--- src/rtl/fpu_result_reader.sv ---
// FIFO buffer for recoded FPU results with exception flags, plus a sticky
// fflags-style accumulator of the flags of every entry the consumer takes.
module fpu_result_reader #(
  parameter int SIZE  = 32,
  parameter int DEPTH = 4,
  localparam int CNT_W = $clog2(DEPTH) + 1
) (
  input  logic             clk,
  input  logic             rst,
  input  logic             in_valid,
  input  logic [SIZE:0]    in_data,
  input  logic [4:0]       in_flags,
  output logic             in_ready,
  output logic             out_valid,
  output logic [SIZE:0]    out_data,
  output logic [4:0]       out_flags,
  input  logic             out_ready,
  output logic [4:0]       flags_acc,
  input  logic             flags_clr,
  output logic [CNT_W-1:0] count
);

  localparam int PTR_W = $clog2(DEPTH);

  logic [SIZE:0]      r_data [DEPTH];
  logic [4:0]         r_flags [DEPTH];
  logic [PTR_W-1:0]   r_wr_ptr;
  logic [PTR_W-1:0]   r_rd_ptr;
  logic [CNT_W-1:0]   r_count;
  logic [4:0]         r_flags_acc;

  logic w_push;
  logic w_pop;

  // Status depends only on registered occupancy, never on out_ready.
  assign in_ready  = (r_count != CNT_W'(DEPTH));
  assign out_valid = (r_count != '0);
  assign out_data  = r_data[r_rd_ptr];
  assign out_flags = r_flags[r_rd_ptr];
  assign flags_acc = r_flags_acc;
  assign count     = r_count;

  assign w_push = in_valid & in_ready;
  assign w_pop  = out_valid & out_ready;

  genvar gi;
  generate
    for (gi = 0; gi < DEPTH; gi++) begin : g_entry
      always_ff @(posedge clk) begin
        if (rst) begin
          r_data[gi]  <= '0;
          r_flags[gi] <= '0;
        end else if (w_push && (r_wr_ptr == PTR_W'(gi))) begin
          r_data[gi]  <= in_data;
          r_flags[gi] <= in_flags;
        end
      end
    end
  endgenerate

  // Pointers wrap naturally because DEPTH is a power of two.
  always_ff @(posedge clk) begin
    if (rst) begin
      r_wr_ptr <= '0;
      r_rd_ptr <= '0;
      r_count  <= '0;
    end else begin
      if (w_push) r_wr_ptr <= r_wr_ptr + PTR_W'(1);
      if (w_pop)  r_rd_ptr <= r_rd_ptr + PTR_W'(1);
      case ({w_push, w_pop})
        2'b10:   r_count <= r_count + CNT_W'(1);
        2'b01:   r_count <= r_count - CNT_W'(1);
        default: r_count <= r_count;
      endcase
    end
  end

  // Clear takes effect first, so a same-cycle pop seeds the fresh accumulation.
  always_ff @(posedge clk) begin
    if (rst) begin
      r_flags_acc <= '0;
    end else if (flags_clr) begin
      r_flags_acc <= w_pop ? out_flags : 5'b0;
    end else if (w_pop) begin
      r_flags_acc <= r_flags_acc | out_flags;
    end
  end

endmodule

--- config.mk ---
export PLATFORM = sky130hd
export DESIGN_NAME = fpu_result_reader
export DESIGN_NICKNAME = d
export VERILOG_FILES = /design/src/rtl/fpu_result_reader.sv
export SDC_FILE = /design/constraint.sdc
export NUM_CORES = 1
export LEC_CHECK = 0
export CAP_MARGIN = 15
export CELL_PAD_IN_SITES_DETAIL_PLACEMENT = 0
export CELL_PAD_IN_SITES_GLOBAL_PLACEMENT = 1
export CORE_MARGIN = 2
export CORE_UTILIZATION = 40
export DETAILED_ROUTE_END_ITERATION = 12
export PLACE_DENSITY_LB_ADDON = 0.1
export SETUP_SLACK_MARGIN = 0.4
export SLEW_MARGIN = 40
export SYNTH_ARGS = -nofsm -noshare
export SYNTH_HDL_FRONTEND = slang
export SYNTH_SLANG_ARGS = --single-unit
--- constraint.sdc ---
create_clock -name clk -period 3.84 [get_ports clk]
set_input_delay 0.576 -clock clk [delete_from_list [all_inputs] [get_ports clk]]
set_output_delay 0.576 -clock clk [all_outputs]
set_load 0.02 [all_outputs]
* Yosys cells after proc, flatten, opt, wreduce, memory -nomap -nowiden
Memory sizes are Yosys's and may differ from the RTL's. A register that Yosys moved wholly into a read port is not among the register bits.
Index checks and enable logic that the tools add are counted.
** Cells by class
- Multiplexer cells :: 30
- Divide/modulo/power cells :: 0
- Shift-type cells :: 0
- Eq/ne operators :: 6
- Bitwise gates (word level) :: 11
- $lt $le $gt $ge :: 0
- Reductions and logical operators :: 8
- Multipliers :: 0
- $add $sub $neg :: 4
** Operators with widths (number)
- two-way mux 33 bit :: 4
- two-way mux 5 bit :: 7
- two-way mux 1 bit :: 14
- two-way mux 2 bit :: 4
- bitwise OR 1 bit :: 8
- equality test 2 bit (second input constant) :: 3
- one-hot mux 3 bit (2 select lines) :: 1
- bitwise OR 5 bit :: 1
- adder 2 x 1 -> 2 bit (second input constant) :: 2
- equality test 2 x 1 -> 1 bit (second input constant) :: 2
- logical AND 1 bit :: 4
- nonzero test 2 bit :: 2
- adder 3 x 1 -> 3 bit (second input constant) :: 1
- inequality test 3 bit (second input constant) :: 1
- nonzero test 3 bit :: 1
- subtractor 3 x 1 -> 3 bit (second input constant) :: 1
- bitwise AND 1 bit :: 2
- logical NOT 2 bit :: 1
** Word-level totals
- Memories kept :: 2
- Bits in latches :: 0
- Output and inout bits :: 48
- Input port bits :: 43
- Memory bits (read-only) :: 0
- Word-level logic and storage cells :: 65
- RAM bits :: 152
- Flip-flop bits (word level) :: 12
** Memory list
- r_data :: words 4, width 33, read ports 1, clocked after Yosys merged registers in 1, wr ports 4, line 25 : logic [SIZE:0] r_data [DEPTH];
- r_flags :: words 4, width 5, read ports 1, clocked after Yosys merged registers in 1, wr ports 4, line 26 : logic [4:0] r_flags [DEPTH];

* Longest topological paths before layout
Gate-level depths: netlist (run 1).
- Depth in word-level cells :: 7
- Depth in mapped cells :: 9

* Least setup slack after synthesis (run 1)
No wires, ideal clock.
- Path type :: reg2reg
- Start :: reg r_count[2] (netlist: count[2])
- End :: reg r_count[2] (netlist: count[2])
- Stages on the path, launching flop included :: 10
- Arrival :: 2341 ps
- Setup slack :: 1429 ps
- Data required time :: 3769 ps
- Clock period less this slack :: 2411 ps
- Setup time :: 71 ps
- Cells stage by stage :: dfxtp_1 > nor3b_4 > nor2_1 > inv_1 > ha_1 > inv_1 > fa_1 > xor2_1 > or3_2 > a21oi_1
** On the way
- Longest elaborated chain between the ends :: 4
** RTL lines
- start: declaration :: line 29 : logic [CNT_W-1:0] r_count;
- start signal: assignment :: line 71 : 2'b10: r_count <= r_count + CNT_W'(1);
- start signal: assignment :: line 72 : 2'b01: r_count <= r_count - CNT_W'(1);
- start signal: assignment :: line 73 : default: r_count <= r_count;
- inequality test 3 bit or nonzero test 3 bit (tied branches) :: line 36, 37
- bitwise AND 1 bit (on tied branches) :: line 43, 44
- equality test 2 x 1 -> 1 bit or equality test 2 bit (tied branches) :: line 70 : case ({w_push, w_pop})
- one-hot mux 3 bit (2 select lines) or nonzero test 2 bit (tied branches)
Several ways; a longest one is shown, not always the timed one.
A chain may end at the register's enable or synchronous reset.

==> flow_summary.ini, run 1 <==
[sta]
rsz0062_at_grt = false
tightest_slew_ps = 636
finalCritPeriodShare = 0.754
max_freq_ghz = 0.346
drv_slew = 0
hold_violations = 0
slew_headroom = 0.575
finalCriticalPeriod_ps = 2890
setup_violations = 0
skew_ps = 7.45
fin_tns_setup_ps = 0

[clocking]
hold_buffers = 0
cts_resized = 0
postCtsSetupBuffers = 0
cts_tree = done
worstSkewPairLatency_ps = 420
clk_pin_slew_ps = 60
cts_made_buffers = 17
htreeDepth = 4
clk_path_buf_depth = 2
cts_root_buf = clkbuf_16
clkSinkCount = 166

[floorplan]
fp.coreArea_sq_um = 18000
die_w_um = 140
io_pins = 91
die_h_um = 140
num_rows = 49
fp.dieArea_sq_um = 19600
start_util = 0.410

[final_layout]
final_common_cell = edfxtp_1
final_nets = 586
final_cell_mix = edfxtp_1 (152), and2_1 (114), clkdlybuf4s50_1 (90), mux4_2 (38), and2_4 (22)
final_area_sq_um = 9230
n_antenna_cell = 0
syn_to_final_growth_pct = 24.8
drive_above_1_share = 0.236

[critical_path]
worstPathCellList = buf_4, mux4_2, clkdlybuf4s50_1
path_max_fanout = 15
max_stage_delay_ps = 610
critPathSlowestCell = dfxtp_2
worst-setup-path-type = reg2out
rr_worst_depth = 9
cp.depth = 3
crit_required_ps = 3260
crit_buf_inv = 2
cp_top_family = buffers and inverters
crit_path_end_kind = output port
cp-start-kind = flip-flop
crit_arrival_ps = 2320

[power]
p_comb_frac = 0.277
p_leak_nw = 3.38
switching_power_mw = 1.57
peakVddDrop_mv = 0.326
p_clk_frac = 0.325
p_sw_frac = 0.275
p_per_area_nw_per_um2 = 618
p_int_mw = 4.13
pwr-share-seq = 0.399

[synthesis]
syn_avg_cell_area_sq_um = 16.7
syn_nets = 491
synth_cells = 442
synth.area.mux_share = 0.116
synth_top_family_by_area = simple AND/OR/NAND/NOR gates
synth-simple-area-share = 0.162
synthAdderAreaFrac = 0.0112
synth-xor-area-share = 0.00474
ys_seq_area_frac = 0.655
synth_compound_area_frac = 0.0161
ys_types = 29
ys_warn_count = 0
syn_area_sq_um = 7390
ys_seq_elements = 166

[run]
max_cap_violations = 0

[route]
drtIter0Drc = 198
wl_mm = 15.9
wire_per_inst_um = 20.5
drc_errors = 0
drt_pass1_iterations = 4
vias = 3967
post_drt_via_cell_ratio = 5.09
ant_nets = 0

[placement]
placed_cell_area_sq_um = 8590
dp_hpwl_mm = 9.25
gp_congestion = 0.707
io_buffers = 90

[global_route]
use_met1 = 0.219
use_met2 = 0.296
grt_pass1_wl_mm = 25.0
antenna_found_initial = 0
grt_util_all_layers = 0.173
grt_pass1_vias = 4339
grt_max_degree = 39
met3_usage = 0.0397
overflow = 0
grt_busiest_layer = met2

[worst_hold_path]
holdPathStages = 2
hp-class = reg2reg

[status]
outcome = finished, final reports clean
synth_stat cells, drive strengths merged:
| master | instances | share of area |
|---|---|---|
| buf | 22 | 0.028 |
| edfxtp | 152 | 0.62 |
| or3 | 2 | 0.0020 |
| o21ai | 3 | 0.0020 |
| xor2 | 4 | 0.0047 |
| ha | 5 | 0.0085 |
| nor3b | 6 | 0.0076 |
| o31ai | 1 | 0.0010 |
| dfxtp | 14 | 0.038 |
| and2 | 152 | 0.14 |
| nor4 | 1 | 0.0017 |
| inv | 10 | 0.0051 |
| nand3 | 2 | 0.0014 |
| clkbuf | 4 | 0.0025 |
| mux4 | 38 | 0.12 |
| a21o | 9 | 0.0091 |
| a21oi | 4 | 0.0027 |
| o311ai | 1 | 0.0012 |
| nor4b | 3 | 0.0061 |
| nor2 | 8 | 0.0041 |
| fa | 1 | 0.0027 |
sequential cells by signal, indices dropped and copies added (netlist names), named ones only:
name,count
count,3
r_wr_ptr,2
r_data,132
r_flags,20
r_rd_ptr,2
flags_acc,5
logic make-up (layout without fill, tap and decap cells):
logic type / after synthesis / after routing
flip-flops: 166 / 166
AND/OR/NAND/NOR: 174 / 174
AO/OA/AOI/OAI: 18 / 18
adder cells (fa/ha/maj): 6 / 6
XOR/XNOR: 4 / 4
multiplexers: 38 / 38
buffers and inverters: 36 / 144
stage by stage:
stage	total power, mW	setup WS (ps)	util	instances	hold WS, ps
finish	5.70	946	0.512	779	538
CTS	5.77	874	0.512	779	535
detailed placement	3.93	773	0.477	747	523
global route	5.94	827	0.512	779	560
global placement	3.91	884	0.477	747	509
floorplan	3.24	1430	-	442	484
power by group through the flow:
stage	logic (mW)	registers, mW	clock network, mW
2_1_floorplan	0.943	2.30	0
3_3_place_gp	1.61	2.30	0
3_5_place_dp	1.61	2.31	0
4_1_cts	1.62	2.28	1.87
5_1_grt	1.69	2.29	1.96
6_report	1.58	2.27	1.85
layout make-up:
type                            count  area (sq um)
Fill cell                        1546          8790
Sequential cell                   166          4850
Multi-Input combinational cell    240          2330
Timing Repair Buffer              102          1090
Clock buffer                       19           433
Tap cell                          229           287
Clock inverter                     13           205
Inverter                           10          37.5
per-layer routing:
layer,routed length [um],vias up
met1,6980,2067
met4,179,0
met3,520,15
li1,-,1811
met5,0,-
met2,8250,74
worst paths after layout:
kind / from / slack, ps / endpoint
setup / recovery: flip-flop / 950 / out_data[0]
hold / removal: r_wr_ptr[0] / 540 / r_wr_ptr[0]
setup reg to reg: count[2] / 1060 / count[2]
hold reg to reg: r_wr_ptr[0] / 540 / r_wr_ptr[0]
tightest hold or removal path, cell delays in order, from the launching register on:
cell	delay (ps)
dfxtp_1	350
o21ai_0	80
a21oi_1	60
(Power assumes the default switching activity.)
==> run 2, diff against run 1 <==
- clock period: 3.84 -> 3 ns (I/O delays scaled with it)
==> flow_summary.ini, run 2 (same netlist as run 1, synthesis figures left out) <==
[status]
outcome = finished, final reports clean

[clocking]
clk_pin_slew_ps = 60
clkSinkCount = 166
clk_path_buf_depth = 2
cts_tree = done
htreeDepth = 4
cts_root_buf = clkbuf_16
worstSkewPairLatency_ps = 420
cts_made_buffers = 17
hold_buffers = 0

[sta]
max_freq_ghz = 0.405
drv_slew = 0
hold_violations = 0
finalCritPeriodShare = 0.822
finalCriticalPeriod_ps = 2470
rsz0062_at_grt = false
skew_ps = 7.50
slew_headroom = 0.586
tightest_slew_ps = 619
setup_violations = 0
fin_tns_setup_ps = 0

[placement]
gp_congestion = 0.734
placedCellCount = 754
io_buffers = 90
dp_hpwl_mm = 9.09

[final_layout]
drive_above_1_share = 0.254
syn_to_final_growth_pct = 24.2
n_antenna_cell = 0
largest_reg_flops = 132
final_cell_mix = edfxtp_1 (152), and2_1 (114), clkdlybuf4s50_1 (54), mux4_2 (38), dlygate4sd2_1 (34)
seqCellArea_sq_um = 4850
multi_input_area_sq_um = 2330
final_nets = 598
fin_cells = 791
final_common_cell = edfxtp_1
n_fill_cell = 1567
regMostFlops = r_data

[route]
drtIter0Drc = 218
drc_errors = 0
post_drt_via_cell_ratio = 5.02
wire_per_inst_um = 19.9
wl_mm = 15.7
drt_pass1_iterations = 4
ant_nets = 0
vias = 3972

[floorplan]
fp.dieArea_sq_um = 19600
num_rows = 49
io_pins = 91
die_w_um = 140
die_h_um = 140
start_util = 0.410
fp.coreArea_sq_um = 18000

[critical_path]
max_stage_delay_ps = 580
critPathSlowestCell = mux4_2
path_max_fanout = 10
crit_buf_inv = 1
crit_path_end_kind = output port
crit_required_ps = 2550
cp-start-kind = flip-flop
worstPathCellList = mux4_2, clkdlybuf4s50_1
worst-setup-path-type = reg2out
cp_top_family = multiplexers
crit_arrival_ps = 2020

[global_route]
grt_pass1_vias = 4243
overflow = 0
grt_util_all_layers = 0.168
grt_pass1_wl_mm = 24.2
antenna_found_initial = 0
grt_max_degree = 39

[power]
peakVddDrop_mv = 0.412
p_leak_nw = 3.52
p_per_area_nw_per_um2 = 765

[run]
max_cap_violations = 0

[worst_hold_path]
hp-class = reg2reg
## run 2: metrics by stage
step / power [mW] / setup slack, ps / hold WS, ps / utilization / cell area [sq um]
3_3_place_gp: 5.02 / 524 / 512 / 0.477 / 8590
2_1_floorplan: 4.14 / 589 / 484 / - / 7390
6_report: 7.03 / 533 / 517 / 0.509 / 9180
4_1_cts: 7.12 / 403 / 524 / 0.509 / 9180
5_1_grt: 7.34 / 459 / 569 / 0.509 / 9180
3_5_place_dp: 5.03 / 424 / 516 / 0.477 / 8590
## run 2: worst paths after layout
kind / from / to / slack [ps] / cells after the start
max reg2reg: count[2] / count[2] / 750 / 9
min: r_wr_ptr[0] / r_wr_ptr[0] / 520 / 2
max: flip-flop / out_flags[2] / 530 / 2
min reg2reg: r_wr_ptr[0] / r_wr_ptr[0] / 520 / 2
## run 2: tightest hold or removal path, cell delays in order, from the launching register on
cell,delay (ps)
dfxtp_1,330
o21ai_0,80
a21oi_1,60
## run 2: area by class of cell
class / instances / share of cell area
Inverter: 10 / 0.00409
Tap cell: 229 / 0.0312
Clock inverter: 14 / 0.0173
Timing Repair Buffer: 114 / 0.119
Multi-Input combinational cell: 240 / 0.253
Sequential cell: 166 / 0.528
Clock buffer: 18 / 0.0467
## run 2: metal layers
layer | vias to the layer above | wire length (um) | part of all wire | GRT usage
met2 | 80 | 8280 | 0.53 | 0.290
li1 | 1834 | - | - | -
met4 | 0 | 230 | 0.015 | 0.0537
met5 | - | 0 | 0 | 0
met3 | 17 | 500 | 0.032 | 0.0403
met1 | 2041 | 6690 | 0.43 | 0.211
## run 2: power breakdown
part / total (mW) / switching, mW / leakage, nW / internal [mW]
logic: 1.92 / 0.992 / 1.53 / 0.930
registers: 2.92 / 0.118 / 1.71 / 2.80
clock network: 2.19 / 0.888 / 0.283 / 1.30
total: 7.03 / 2.00 / 3.52 / 5.03
## run 2: timing repair
| item | 4_1_cts | 5_1_grt |
|---|---|---|
| buffers inserted | 5 | 0 |
| endpoints found under the setup margin | 38 | 2 |
| pin swaps | 0 | 0 |
| gates resized for setup | 34 | 2 |
